<file path="config.mk">
export PLATFORM = sky130hd
export DESIGN_NAME = fetch_stage
export DESIGN_NICKNAME = d
export VERILOG_FILES = /design/src/rtl/fetch_stage.sv
export SDC_FILE = /design/constraint.sdc
export NUM_CORES = 1
export LEC_CHECK = 0
export CORE_ASPECT_RATIO = 0.9
export CORE_MARGIN = 4
export CORE_UTILIZATION = 50
export CTS_CLUSTER_SIZE = 8
export DETAILED_ROUTE_END_ITERATION = 10
export GPL_ROUTABILITY_DRIVEN = 0
export GPL_TIMING_DRIVEN = 0
export PLACE_DENSITY = 0.84
export SYNTH_ARGS = -nofsm -noshare
export SYNTH_HDL_FRONTEND = slang
export SYNTH_SLANG_ARGS = --single-unit
</file>
<file path="constraint.sdc">
create_clock -name clk -period 4 [get_ports clk]
set_clock_uncertainty 0.1 [all_clocks]
set_input_delay 0.8 -clock clk [delete_from_list [all_inputs] [get_ports clk]]
set_output_delay 0.8 -clock clk [all_outputs]
set_load 0.01 [all_outputs]
</file>
<file path="src/rtl/fetch_stage.sv">
// Instruction-fetch stage: sequential PC, one outstanding memory request at a time,
// fetched word delivered to decode as a one-cycle pulse with NOP bubbles otherwise.
module fetch_stage #(
    parameter logic [31:0] RESET_PC = 32'h0000_0000,
    parameter logic [31:0] NOP_INST = 32'h0000_0013
) (
    input  logic        clk,
    input  logic        rst_n,
    output logic [31:0] reg_pc,
    output logic [31:0] inst,
    output logic        mem_start,
    input  logic        mem_ready,
    output logic [31:0] mem_addr,
    input  logic [31:0] mem_data,
    input  logic        mem_data_valid,
    output logic        dbg_state
);

    // Memory handshake: a request is issued by a one-cycle mem_start pulse while
    // mem_ready is high; the answer is the first mem_data_valid cycle after it,
    // and mem_addr stays stable for the whole time the request is outstanding.
    typedef enum logic {
        S_ISSUE = 1'b0,
        S_WAIT  = 1'b1
    } state_t;

    localparam logic [31:0] PC_INIT = {RESET_PC[31:2], 2'b00};

    state_t      r_state;
    state_t      w_state_nxt;
    logic [31:0] r_pc;
    logic [31:0] r_reg_pc;
    logic [31:0] r_inst;
    logic        r_mem_start;
    logic [31:0] r_mem_addr;

    logic        w_issue;
    logic        w_deliver;
    logic [31:0] w_pc_nxt;
    logic [31:0] w_reg_pc_nxt;
    logic [31:0] w_inst_nxt;
    logic        w_mem_start_nxt;
    logic [31:0] w_mem_addr_nxt;

    assign w_issue   = (r_state == S_ISSUE) && mem_ready;
    assign w_deliver = (r_state == S_WAIT) && mem_data_valid;

    always_ff @(posedge clk) begin
        if (!rst_n) begin
            r_state     <= S_ISSUE;
            r_pc        <= PC_INIT;
            r_reg_pc    <= PC_INIT;
            r_inst      <= NOP_INST;
            r_mem_start <= 1'b0;
            r_mem_addr  <= PC_INIT;
        end else begin
            r_state     <= w_state_nxt;
            r_pc        <= w_pc_nxt;
            r_reg_pc    <= w_reg_pc_nxt;
            r_inst      <= w_inst_nxt;
            r_mem_start <= w_mem_start_nxt;
            r_mem_addr  <= w_mem_addr_nxt;
        end
    end

    always_comb begin
        w_state_nxt = r_state;
        case (r_state)
            S_ISSUE: if (mem_ready)      w_state_nxt = S_WAIT;
            S_WAIT:  if (mem_data_valid) w_state_nxt = S_ISSUE;
            default:                     w_state_nxt = S_ISSUE;
        endcase
    end

    // Valid arriving in ISSUE (stale or premature) never reaches decode.
    always_comb begin
        w_mem_start_nxt = w_issue;
        w_mem_addr_nxt  = w_issue ? r_pc : r_mem_addr;
        w_inst_nxt      = w_deliver ? mem_data : NOP_INST;
        w_reg_pc_nxt    = w_deliver ? r_pc : r_reg_pc;
        w_pc_nxt        = w_deliver ? r_pc + 32'd4 : r_pc;
    end

    assign reg_pc    = r_reg_pc;
    assign inst      = r_inst;
    assign mem_start = r_mem_start;
    assign mem_addr  = r_mem_addr;
    assign dbg_state = r_state;

endmodule

</file>
==> reports/results.ini <==
[cts]
numCtsBuffers=17
cts_setup_buffers=0
cts_max_path_buffers=2
cts_root_buf=clkbuf_8
ctsResizeCount=0
clk_latency_ps=520
clock-sinks=124
cts_tree=built
clk_pin_slew_worst_paths_ps=60
h-tree-depth=4
postCtsHoldBufs=0

[timing]
worst_pin_slew_ps=566
relSlewSlack_pct=62.3
setup-tns-final_ps=0
rsz0062_at_grt=no
period_needed_ps=2720
finalSetupViolCount=0
fin_ws_ps=1280
fmax_ghz=0.367
finalHoldViolations=0
finalCritPeriodShare_pct=68.0
slew_viol_final=0

[synthesis]
synth_area_um2=4460
synth-seq-cells=124
yosysTopAreaCellShare_pct=55.6
synth_seq_area_share_pct=55.6
netlist_top_cells_count=135 x nand2_1, 124 x dfxtp_1, 80 x a21oi_1
syn_area_per_cell_um2=8.73
synth_async_sr_flop_share_pct=0
ys_top_cells_by_area=dfxtp_1 56%, nand2_1 11%, a21oi_1 9.0%
synth_edf_count=0
synth_cells=511
synth_top_area_cell=dfxtp_1
synth.most_common_cell=nand2_1
synth_top_flop_cell=dfxtp_1
ys_types=38
yosys_warnings=0

[floorplanning]
row_count=32
die_h_um=97.6
core_region_area_um2=8650
dieArea_um2=10500
io_pins=134
start_util_pct=51.6
die_x_um=108

[power]
ir_drop_v=0.000326
p_leak_nw=2.32
p_total_mw=3.00
powerDensity_nw_per_um2=459

[worst_setup_path]
cp.required_ps=4340
critPathBufInv=2
worst-setup-path-type=in -> reg
critPathMaxFanout=9
slowest_delay_ps=600
critical_path.most_common_cell=or4_1
cp.arrival_ps=3060
crit_family=simple AND/OR/NAND/NOR gates
start_kind=input port
critPathCaptureType=flop
slowest_stage=clkdlybuf4s50_1
path_cells=clkdlybuf4s50_1 > nand3_2 > or4_1 > clkbuf_2 > or4_1 > a21oi_1

[route]
via_per_inst=5.57
wl_mm=13.6
detailedRoute.firstIterationViolations=212
wl_per_cell_um=17.1
dr.pass1.iters=5
via_count=4425
drc=0
drtAntennaViolNets=0

[grt]
grt_pass1_vias=4454
grt_pass1_wl_mm=21.9
antenna_found_initial=0
grt_util_all_layers_pct=26.5
overflow=0
grt_max_degree=17

[hold_path]
worstHoldPathType=reg -> reg

[cells_and_area]
drive_above_1_share_pct=7.70
antenna_cells=0
syn_to_final_growth_pct=46.7
nNetsFinal=699
fillers=579

[place]
place_ws_ps=855
hpwl_mm=8.94
io_buffer_count=129

[run]
drv_cap=0

[run_status]
status=finished clean

## where the power goes
group / switching (mW) / total (mW) / internal [mW]
Sequential: 0.00562 / 1.25 / 1.24
Clock: 0.571 / 1.62 / 1.05
Combinational: 0.0731 / 0.132 / 0.0586
## state kept, by name, indices dropped and copies added (netlist names)
signal	flops
dbg_state	1
inst	32
mem_addr	30
mem_start	1
r_pc	30
reg_pc	30
## worst min-delay path: cells and delay by family (launching register included)
kind / cells / cell delay, ps
AO/OA/AOI/OAI: 1 / 50
flip-flops: 1 / 310
AND/OR/NAND/NOR: 1 / 50
## layout by cell type, fill, tap and decap left out, types with 2 or more instances in the layout
cell / netlist / final
buf_4: 4 / 4
or3_1: 5 / 5
clkbuf_8: 2 / 5
o31ai_1: 12 / 12
bufinv_16: 0 / 4
nor2_1: 10 / 10
inv_6: 0 / 2
clkinv_2: 0 / 2
or3_2: 3 / 3
nor4_1: 2 / 2
dfxtp_1: 124 / 124
clkbuf_16: 0 / 16
clkbuf_2: 2 / 2
conb_1: 1 / 4
clkinvlp_4: 0 / 2
clkdlybuf4s50_1: 0 / 129
clkinv_4: 0 / 3
nand3_2: 2 / 2
clkbuf_1: 29 / 29
and4_1: 2 / 2
nand3_1: 6 / 6
nand4_1: 5 / 5
xnor2_1: 6 / 6
buf_6: 2 / 2
nor3_1: 3 / 3
nand2b_1: 3 / 3
a21oi_1: 80 / 80
o21ai_0: 6 / 6
nand2_1: 135 / 135
and3_1: 31 / 31
inv_1: 5 / 5
or4_1: 16 / 16
xor2_1: 3 / 3
## metrics by stage
stage               cell area, um2  util [%]  hold slack [ps]  instances
CTS                           6540      75.7              354        794
finish                        6540      75.7              354        794
global route                  6540      75.7              380        794
floorplan                     4470         -              359        514
detailed placement            5910      68.4              347        762
global placement              5910      68.4              342        762
## layout make-up
type	count	area, um2	area share (%)
tap	119	149	2.28
clock inverter	13	189	2.89
clock buffer	19	442	6.75
multi-input combinational	345	1770	27.0
timing repair buffer	129	1290	19.7
buffer	40	204	3.12
inverter	5	18.8	0.287
sequential	124	2480	37.9
## final timing paths
path / end / from / slack [ps] / depth (start not counted)
worst min register to register: reg_pc[4] / reg_pc[4] / 350 / 2
worst max-delay path: r_pc[20] / mem_data_valid / 1280 / 6
worst max register to register: r_pc[20] / r_pc[2] / 1510 / 6
worst min-delay path: reg_pc[4] / reg_pc[4] / 350 / 2
## metal layers
layer  share of wire [%]  vias up  wire (um)  GRT usage [%]
li1                    -     2046          -              -
met1                  37     2110       5090           30.5
met2                  52      217       7050           45.2
met3                 7.5       52       1020           6.18
met4                 3.2        0        440           13.8
met5                   0        -          0              0
## logic make-up after synthesis
group / after synthesis / synth area share (%)
buffers and inverters: 45 / 4.99
other: 1 / 0.0840
multiplexers: 1 / 0.224
adder cells (fa/ha/maj): 1 / 0.280
AND/OR/NAND/NOR: 230 / 25.0
XOR/XNOR: 9 / 1.77
flip-flops: 124 / 55.6
AO/OA/AOI/OAI: 100 / 12.0
(Power assumes the default switching activity.)
